## src/rtl/gyr_light_monitor.sv

```systemverilog
// Passive checker for the G->Y->R lamp sequence: one-hot, order and dwell checks.
// Optional macro GYR_MON_ERR_CNT_EN implements the saturating err_cnt counter; otherwise err_cnt is 0.
module gyr_light_monitor #(
    parameter int unsigned GREEN_CYC  = 1000,
    parameter int unsigned YELLOW_CYC = 200,
    parameter int unsigned RED_CYC    = 800,
    parameter int unsigned TOL        = 0
) (
    input  logic        clk,
    input  logic        rstn,
    input  logic        green,
    input  logic        yellow,
    input  logic        red,
    output logic [1:0]  phase,
    output logic        err,
    output logic [2:0]  err_code,
    output logic [7:0]  err_cnt,
    output logic [15:0] rounds
);

    typedef enum logic [1:0] {
        IDLE   = 2'd0,
        GREEN  = 2'd1,
        YELLOW = 2'd2,
        RED    = 2'd3
    } state_t;

    localparam logic [23:0] G_LO = 24'(GREEN_CYC - TOL);
    localparam logic [23:0] G_HI = 24'(GREEN_CYC + TOL + 1);
    localparam logic [23:0] Y_LO = 24'(YELLOW_CYC - TOL);
    localparam logic [23:0] Y_HI = 24'(YELLOW_CYC + TOL + 1);
    localparam logic [23:0] R_LO = 24'(RED_CYC - TOL);
    localparam logic [23:0] R_HI = 24'(RED_CYC + TOL + 1);

    state_t      state;
    logic [23:0] dwell;
    logic        chk;
    logic        long_done;

    state_t      obs;
    state_t      nxt;
    logic [23:0] dwell_inc;
    logic [23:0] lo;
    logic [23:0] hi;
    logic [2:0]  ev;

    always_comb begin
        obs = IDLE;
        case ({green, yellow, red})
            3'b100:  obs = GREEN;
            3'b010:  obs = YELLOW;
            3'b001:  obs = RED;
            default: obs = IDLE;
        endcase

        nxt = IDLE;
        lo  = '0;
        hi  = '1;
        case (state)
            GREEN:   begin nxt = YELLOW; lo = G_LO; hi = G_HI; end
            YELLOW:  begin nxt = RED;    lo = Y_LO; hi = Y_HI; end
            RED:     begin nxt = GREEN;  lo = R_LO; hi = R_HI; end
            default: begin nxt = IDLE;   lo = '0;   hi = '1;   end
        endcase

        dwell_inc = (dwell == '1) ? dwell : dwell + 24'd1;

        // Branches are mutually exclusive, so the 1>2>3>4 priority falls out naturally
        ev = 3'd0;
        if (state != IDLE) begin
            if (obs == IDLE)
                ev = 3'd1;
            else if (obs == state) begin
                if (chk && !long_done && dwell_inc >= hi)
                    ev = 3'd4;
            end else if (obs == nxt) begin
                if (chk && dwell < lo)
                    ev = 3'd3;
            end else
                ev = 3'd2;
        end
    end

    assign phase = state;

    always_ff @(posedge clk or negedge rstn) begin
        if (!rstn) begin
            state     <= IDLE;
            dwell     <= '0;
            chk       <= 1'b0;
            long_done <= 1'b0;
            err       <= 1'b0;
            err_code  <= '0;
            rounds    <= '0;
        end else begin
            if (state == IDLE) begin
                if (obs != IDLE) begin
                    state     <= obs;
                    dwell     <= 24'd1;
                    chk       <= 1'b0;
                    long_done <= 1'b0;
                end
            end else if (obs == IDLE) begin
                state     <= IDLE;
                dwell     <= '0;
                chk       <= 1'b0;
                long_done <= 1'b0;
            end else if (obs == state) begin
                dwell <= dwell_inc;
                if (ev == 3'd4)
                    long_done <= 1'b1;
            end else begin
                state     <= obs;
                dwell     <= 24'd1;
                chk       <= (obs == nxt);
                long_done <= 1'b0;
                if (obs == nxt && state == RED)
                    rounds <= rounds + 16'd1;
            end

            if (ev != 3'd0) begin
                err <= 1'b1;
                if (err_code == 3'd0)
                    err_code <= ev;
            end
        end
    end

`ifdef GYR_MON_ERR_CNT_EN
    always_ff @(posedge clk or negedge rstn) begin
        if (!rstn)
            err_cnt <= '0;
        else if (ev != 3'd0 && err_cnt != 8'hFF)
            err_cnt <= err_cnt + 8'd1;
    end
`else
    assign err_cnt = '0;
`endif

endmodule
```

## config.mk

```make
export PLATFORM = sky130hd
export DESIGN_NAME = gyr_light_monitor
export DESIGN_NICKNAME = d
export VERILOG_FILES = /design/src/rtl/gyr_light_monitor.sv
export SDC_FILE = /design/constraint.sdc
export NUM_CORES = 1
export LEC_CHECK = 0
export BUFFER_PORTS_ARGS = -buffer_cell sky130_fd_sc_hd__clkbuf_2
export CORE_AREA = 3 3 90 92
export CTS_CLUSTER_SIZE = 25
export DETAILED_ROUTE_END_ITERATION = 12
export DIE_AREA = 0 0 93 95
export PLACE_DENSITY = 0.77
export SKIP_CTS_REPAIR_TIMING = 1
export SLEW_MARGIN = 40
export SYNTH_ARGS = -nofsm -noshare
export SYNTH_HDL_FRONTEND = slang
export SYNTH_SLANG_ARGS = --single-unit
```

## constraint.sdc

```tcl
create_clock -name clk -period 3.4 [get_ports clk]
set_input_delay 0.68 -clock clk [delete_from_list [all_inputs] [get_ports clk]]
set_output_delay 0.68 -clock clk [all_outputs]
set_load 0.02 [all_outputs]
```

# Word-level counts from Yosys, hierarchy flattened
# Index checks and enable logic that the tools add are counted.
# Widths: inputs -> output; s select.
# totals
regBits,48
inputBits,5
output_inout_bits,30
wordCells,69
# classes
n_addsub,2
n_lt_le_gt_ge,2
n_eq_ne,13
n_mux,27
bitwise,3
n_reduce_logical,15
# ops
cell,count
$mux 24,5
$pmux 24 s3,1
$pmux 10 s3,1
$add 24x1->24 const B,1
$eq 24x24->1 const B,1
$ge 24x24->1,1
$lt 24x24->1,1
$add 16x1->16 const B,1
$mux 3,5
$pmux 2 s3,2
$mux 2,5
$mux 1,8
$eq 3x3->1 const B,2
$reduce_and 2->1,3
$eq 2x2->1,2
$eq 2x2->1 const B,2
$logic_and 1x1->1,4
$logic_not 2->1,2
$ne 4x1->1 const B,1
$reduce_and 4->1,1
$reduce_bool 2->1,2
$eq 3x1->1 const B,1
$eq 3x2->1 const B,1
$logic_not 3->1,1
6 further kinds,8

# Depth between registers and ports, before layout
# Gate-level depths: netlist of run 1.
# depth
ltp_word,14
depth_mapped,14
depth_no_buf,13

# Worst setup path before layout of run 1
# Ideal clock, no wire load.
# synth_timing
path_kind,reg-to-reg
start,register dwell[1]
end,register err_code[2]
setup_time_ns,0.104
arrival_ns,3.508
required_ns,3.296
slack_ns,-0.212
path_stages_with_launch,14
path_buffers,1
period_less_slack_ns,3.612
cell_sequence,dfrtp_1 > ha_1 > and3_1 > buf_2 > a2111oi_2 > and3_4 > xor2_1 > ha_1 > nand4_1 > or4_1 > a2111o_1 > a31oi_1 > o211ai_1 > o41ai_2
# synth_between
elab_chain_cells,10
word_cells_on_any_way,15
cone_classes,add/sub (1); order compare (2); eq/ne (1); mux (7); reduce/logical (4)
# synth_rtl
item,line,source
from (decl),36,logic [23:0] dwell;
from (signal assigned),109,dwell <= dwell_inc;
$add 24x1->24 / $eq 24x24->1 (equally long branches),66,dwell_inc = (dwell == '1) ? dwell : dwell + 24'd1;
$mux 24,66,
$ge 24x24->1,74,if (chk && !long_done && dwell_inc >= hi)
$logic_and 1x1->1,74,
$mux 3,74,
$mux 3 *,73,else if (obs == state) begin
$mux 3 *,71,if (obs == IDLE)
$mux 3 *,70,if (state != IDLE) begin
$reduce_bool 3->1,121,if (ev != 3'd0) begin
$reduce_and 2->1 (no line),n/a,
to (signal assigned),124,err_code <= ev;
to (decl),16,"output logic [2:0] err_code,"
# Mark *: on every way between the ends. The rest lies on a longest branch, timed or not.
# A chain may end at the register's enable or synchronous reset.

# Worst setup path in the final report of run 1
# layout_timing
start,register dwell[22]
end,register err_code[2]
# Same word-level chain as after synthesis.

==> metrics, run 1 <==
status=complete, but fails checks; failing checks=negative setup slack; Req. time, crit path=between 3 and 4 ns; CP dominant cell by count=nand4_1; pwr/cell area=295 nW/um2; fraction of layout cells with a size suffix above 1=~28%; GR Util All Layers=23.7%; Nets=between 500 and 600; initial antenna violation count=0; Pins Over Slew Limit=0; io pins=35; Reg2Reg Depth=13; max-cap violations=0; CTS HTree Levels=2; Pint=0.952 mW; pre-CTS setup slack=-0.185 ns; Data arrival, critical path=3.79 ns; WL per Instance=16.5 um; Post-Route WL=roughly 10 mm; Startpoint Class=flop; Pleak=between 2 and 2.5 nW; max frequency=roughly 280 MHz; part of the power in registers=a little over two fifths; Die Footprint=a little under 9000 um2; core box area=7290 um2; largest net degree at the start of global routing=34; Post-synth EDFFs=0; Mapped Cells=435; Final Setup Violations=3; Starting Density=a little over half; Root Buffer=clkbuf_8; clk_skew=between 0.01 and 0.015 ns; DRT iter0 DRCs=about 140; Async S/R FF share, synth=100%; area growth from synthesis to layout=23.2%; number of remaining DRC errors=0; Synth Cell Area=between 3000 and 4000 um2; clock latency on the worst-skew pair=0.32 ns; number of routed nets with antenna violations=0; CTS Buf Count=5; CTS tree=yes; Critical Path Max Stage Delay=slightly below 0.6 ns; Setup Crit Path Kind=reg2reg; sw frac=between 30% and 40%; port bufs=26; Worst Hold Slack=0.303 ns; post-DP HPWL=between 7 and 8 mm; #FFs+latches synth=48; fin util=66.0%; sequence of cells on the critical path=nand4_1, nor4_4, buf_4, a2111oi_4, and3_4, xor2_1, ha_1, nand4_1, or4_4, a2111o_1, a31oi_1, o211ai_1, o41ai_2; RSZ-0062 raised after global routing=yes; Worst Path Max Fanout=3; Final GP Congestion=0.930; Yosys warning count=0; die width=between 90 and 100 um; Min-Delay Path Class=in2async; Worst-path clk slew=between 0.1 and 0.15 ns; die height=approximately 95 um; n_diodes=0; CP max stage cell=or4_4; power share of the combinational group=a little over a quarter; Max-slew headroom=between 50 and 60%; clk sinks=48; first-pass GRT wire length=16.6 mm; Synth Flop Type=dfrtp_1; vias per cell=about 6; Reg-to-Reg End=err_code[2]; r2r setup slk=-0.17 ns; Sw Pwr=between 0.4 and 0.5 mW; DR pass1 iterations=4; Max Root-Sink Buffers=2; Final Hold Viols=0; DR vias=3637; Worst Tran Pin Value=approximately 0.66 ns; Rows=31; sequential area share after synthesis=a little under a third; reg2reg start=dwell[22]; vias in the first global route=between 3000 and 4000; Clk pwr share=31.0%; clock period minus worst slack=between 3 and 4 ns; Final Worst Setup Slack=-0.172 ns; Max VDD drop=0.244 mV; grt total ovfl=0; Yosys cell types=63; Tcrit/Tclk final=105%; Avg Inst Size Synth=approximately 9 um2; Worst setup EP type=flop
## power by group through the flow
| stage | logic [mW] | clock network, mW | registers (mW) |
|---|---|---|---|
| floorplan | 0.238 | 0 | 0.630 |
| finish | 0.373 | 0.440 | 0.605 |
| detailed placement | 0.362 | 0 | 0.616 |
| global placement | 0.348 | 0 | 0.614 |
| global route | 0.418 | 0.471 | 0.610 |
| CTS | 0.367 | 0.444 | 0.605 |
## worst max path at each step
stage / startpoint / endpoint / depth (start not counted)
finish: dwell[22] / err_code[2] / 13
detailed placement: dwell[0] / err_code[2] / 13
floorplan: dwell[22] / err_code[2] / 12
CTS: dwell[0] / err_code[2] / 13
global placement: dwell[0] / err_code[2] / 13
global route: dwell[18] / err_code[2] / 13
## synthesized netlist by cell type, drive strengths merged (2+ instances only)
cell type | count | area, um2
clkbuf | 12 | 48.8
a21o | 3 | 22.5
dfrtp | 48 | 1200
nor4b | 3 | 41.3
or3 | 3 | 18.8
o21ai | 23 | 115
and4 | 4 | 40.0
and2 | 4 | 25.0
or4 | 2 | 15.0
a22o | 3 | 26.3
nand3 | 16 | 80.1
mux2 | 2 | 26.3
a2111oi | 3 | 57.6
or2 | 3 | 18.8
a31oi | 9 | 56.3
xnor2 | 22 | 193
nor4 | 5 | 46.3
inv | 17 | 63.8
a211oi | 6 | 55.1
and3 | 11 | 78.8
a221oi | 3 | 26.3
nand2b | 6 | 37.5
o211ai | 3 | 22.5
o2111ai | 2 | 17.5
o31ai | 6 | 45.0
nand3b | 3 | 22.5
nand4b | 3 | 26.3
o22ai | 6 | 37.5
nand2 | 42 | 163
ha | 37 | 463
xor2 | 17 | 149
or3b | 2 | 17.5
buf | 20 | 124
a21oi | 30 | 150
nor2 | 21 | 78.8
nand4 | 21 | 150
## worst max-delay path: cells and delay by family, from the launching register on
kind,cells,cell delay (ns)
compound gates,5,1.29
fa+ha+maj,1,0.31
flops,1,0.39
simple gates,5,1.26
buf+inv,1,0.16
xor+xnor,1,0.06
## per-layer routing
metal,part of all wire (%),global-route usage [%],wire length (um),vias to the layer above
li1,-,-,-,1758
met1,43,30.6,4440,1756
met2,49,39.3,5050,99
met3,4.9,4.54,504,24
met4,2.8,9.04,284,0
met5,0,0,0,-
## cells by family after synthesis
kind of cell	after synthesis	share of synthesized area, %
XOR/XNOR	39	8.74
AND/OR/NAND/NOR	153	22.9
multiplexers	2	0.673
flip-flops	48	30.7
AO/OA/AOI/OAI	105	18.7
other	1	0.0960
adder cells (fa/ha/maj)	38	12.1
buffers and inverters	49	6.05
## placed cells by master, fill, tap and decap left out, types with 3 or more instances in the layout
cell type,Yosys,layout
a2111oi_4,1,3
a211oi_1,4,4
a21o_1,3,3
a21oi_1,30,30
a221oi_1,3,3
a22o_1,3,3
a31oi_1,9,9
and2_1,4,4
and3_1,9,8
and3_4,2,3
buf_4,10,81
clkbuf_2,3,25
clkbuf_8,0,5
conb_1,1,8
dfrtp_1,48,46
ha_1,37,36
inv_1,17,17
nand2_1,40,39
nand2_2,2,3
nand2b_1,6,6
nand3_1,16,16
nand3b_1,3,3
nand4_1,18,18
nand4b_1,3,3
nor2_1,21,21
nor4_1,4,4
o211ai_1,3,3
o21ai_0,23,22
o22ai_1,6,6
o31ai_1,6,6
or2_2,3,3
or3_1,3,3
xnor2_1,22,22
xor2_1,17,17
## stage by stage
step,power [mW],setup TNS [ns],instances,area [um2]
2_1_floorplan,0.868,-0.121,442,3970
4_1_cts,1.42,-0.403,616,4720
5_1_grt,1.50,-0.902,624,4810
6_report,1.42,-0.431,624,4810
3_5_place_dp,0.978,-0.343,608,4610
3_3_place_gp,0.963,-0.108,608,4610
## final cells by class
type | count | area (um2)
clock buffers | 5 | 68.8
clock inverters | 3 | 46.3
flip-flops and latches | 48 | 1200
fillers | 577 | 2480
inverters | 17 | 63.8
well taps | 99 | 124
repair buffers | 107 | 753
multi-input cells | 345 | 2550
## state kept, by name, indices dropped and copies added, names as in the netlist
signal / count
long_done: 1
err_code: 3
dwell: 24
rounds: 16
phase: 2
chk: 1
err: 1
Note: power is estimated with default switching activity, not from simulation.
==> inputs of run 2 (changes only) <==
--- a/config.mk
+++ b/config.mk
@@ -11,7 +11,6 @@
 export DETAILED_ROUTE_END_ITERATION = 12
 export DIE_AREA = 0 0 93 95
 export PLACE_DENSITY = 0.77
-export SKIP_CTS_REPAIR_TIMING = 1
 export SLEW_MARGIN = 40
 export SYNTH_ARGS = -nofsm -noshare
 export SYNTH_HDL_FRONTEND = slang
==> metrics, run 2 (same netlist as run 1, synthesis figures left out) <==
FILL cells=581 (+0.69%); DRT iter0 DRCs=175 (+28%); status=complete, but fails checks; Starting Density=53.6% (unchanged); Min-Delay Path Class=in2async; Rows=31 (unchanged); Req. time, crit path=3.61 ns (about the same); Worst-path clk slew=0.10 ns (about the same); Root Buffer=clkbuf_8; CTS Buf Count=5 (unchanged); core box area=7290 um2 (unchanged); first-pass GRT wire length=16.7 mm (+0.29%); die width=93 um (unchanged); RSZ-0062 raised after global routing=yes; max-cap violations=0 (unchanged); Pins Over Slew Limit=0 (unchanged); area growth from synthesis to layout=23.5%; Max VDD drop=0.246 mV (+0.61%); hold buffers post-CTS=0; Pleak=2.36 nW (+0.19%); CP max stage cell=or4_4; Die Footprint=8840 um2 (unchanged); CP dominant cell by count=nand4_1; most common cell after layout, fill and taps aside=buf_4; WP buf/inv=1 (unchanged); DR vias=3644 (+0.19%); number of remaining DRC errors=0 (unchanged); pre-CTS setup slack=-0.185 ns (unchanged); cell depth of the worst setup path=13 (unchanged); die height=95 um (unchanged); number of routed nets with antenna violations=0 (unchanged); Nets=566 (unchanged); Worst setup EP type=flop; CTS tree=yes; clk sinks=48 (unchanged); Data arrival, critical path=3.73 ns (-0.06 ns); part of the power in registers=42.8% (about the same); power share of the combinational group=26.2% (about the same); io pins=35 (unchanged); clock period minus worst slack=3.51 ns (-0.0605 ns); Clk pwr share=31.0% (about the same); Max Root-Sink Buffers=2 (unchanged); commonest cells after routing, fill and taps aside=buf_4 (80), dfrtp_1 (46), nand2_1 (39), ha_1 (36), a21oi_1 (30); Final GP Congestion=0.930 (unchanged); vias in the first global route=3539 (+0.20%); Final Worst Setup Slack=-0.112 ns (+0.0605 ns); fraction of layout cells with a size suffix above 1=27.6% (unchanged); Non-Filler Instances=624 (unchanged); sequence of cells on the critical path=nand4_1, nor4_4, buf_6, a2111oi_4, and3_4, xor2_1, ha_1, nand4_1, or4_4, a2111o_1, a31oi_1, o211ai_1, o41ai_2; Final Hold Viols=0 (unchanged); Setup Crit Path Kind=reg2reg; Critical Path Max Stage Delay=0.58 ns (about the same); vias per cell=5.84 (+0.19%); post-route cell area=4820 um2 (+0.23%); CTS HTree Levels=2 (unchanged); DR pass1 iterations=5 (+1); Tcrit/Tclk final=103% (-1.8 points); clk_skew=0.00950 ns (-0.00293 ns); port bufs=26 (unchanged); cell family with most CP delay=simple AND/OR/NAND/NOR gates; Worst Tran Pin Value=0.644 ns (-0.0124 ns); failing checks=negative setup slack; Reg2Reg Depth=13 (unchanged); Sw Pwr=0.463 mW (-0.48%); Post-Route WL=10.2 mm (-0.97%); GR Util All Layers=23.7% (+0.068 points); max frequency=285 MHz (+1.7%); Post-Place Cells=608 (unchanged); DP Area=4610 um2 (unchanged); max reg flops=24 (unchanged); sw frac=32.8% (-0.051 points); post-DP HPWL=7.61 mm (unchanged); n_diodes=0 (unchanged); Top Registers=dwell (24), rounds (16), err_code (3); clock latency on the worst-skew pair=0.31 ns (about the same); multi-input gate area in the final layout=2560 um2 (+0.29%); Pint=0.950 mW (-0.25%); pwr/cell area=293 nW/um2 (-0.56%); Sequential cell area=1200 um2 (unchanged); WL per Instance=16.3 um (-0.97%); Startpoint Class=flop; Final Setup Violations=3 (unchanged); Max-slew headroom=57.1% (+0.83 points); largest net degree at the start of global routing=34 (unchanged); initial antenna violation count=0 (unchanged); Worst Path Max Fanout=5 (+2); Largest Register=dwell; grt total ovfl=0 (unchanged)
==> run 2: routing by layer <==
layer  track usage (%)  wire, um  up-vias
li1                  -         -     1756
met4              8.67       280        0
met2              39.7      4930      122
met3              4.62       541       24
met5                 0         0        -
met1              30.6      4430     1742
==> run 2: cell type report <==
| type | count | share of cell area (%) |
|---|---|---|
| multi-input combinational | 345 | 53.1 |
| sequential | 48 | 25.0 |
| timing repair buffer | 107 | 15.7 |
| tap | 99 | 2.57 |
| clock buffer | 5 | 1.43 |
| inverter | 17 | 1.32 |
| clock inverter | 3 | 0.960 |
==> run 2: worst paths after layout <==
path	from	end	slack (ns)
setup reg to reg	dwell[23]	err_code[2]	-0.11
hold reg to reg	rounds[15]	rounds[15]	0.48
setup / recovery	dwell[23]	err_code[2]	-0.11
min in group clk	rounds[15]	rounds[15]	0.48
hold / removal	rstn	dwell[22]	0.31
max in group asynchronous	rstn	dwell[8]	2.46
==> run 2: worst reg2reg max path, stage by stage, from the launching register on <==
cell and delay, ns:
dfrtp_1 0.38, nand4_1 0.21, nor4_4 0.35, buf_6 0.18
a2111oi_4 0.08, and3_4 0.19, xor2_1 0.14, ha_1 0.30
nand4_1 0.10, or4_4 0.58, a2111o_1 0.36, a31oi_1 0.15
o211ai_1 0.16, o41ai_2 0.25
==> run 2: what timing repair did <==
item / 4_1_cts / 5_1_grt
resized for setup: 4 / 5
pin swaps: 4 / 3
endpoints found under the setup margin: 3 / 3
setup buffers: 1 / 7
==> run 2: per-stage QoR <==
stage,power (mW),hold WS (ns),util [%],TNS [ns]
6_report,1.41,0.308,66.1,-0.260
5_1_grt,1.49,0.326,66.1,-0.828
3_5_place_dp,0.978,0.461,63.2,-0.343
2_1_floorplan,0.868,0.384,-,-0.121
4_1_cts,1.42,0.478,65.2,-0.182
3_3_place_gp,0.963,0.459,63.2,-0.108
==> run 2: power groups by stage <==
stage	Sequential (mW)	Clock, mW	Combinational (mW)
finish	0.605	0.439	0.370
global route	0.610	0.471	0.414
CTS	0.605	0.444	0.368
detailed placement	0.616	0	0.362
global placement	0.614	0	0.348
floorplan	0.630	0	0.238
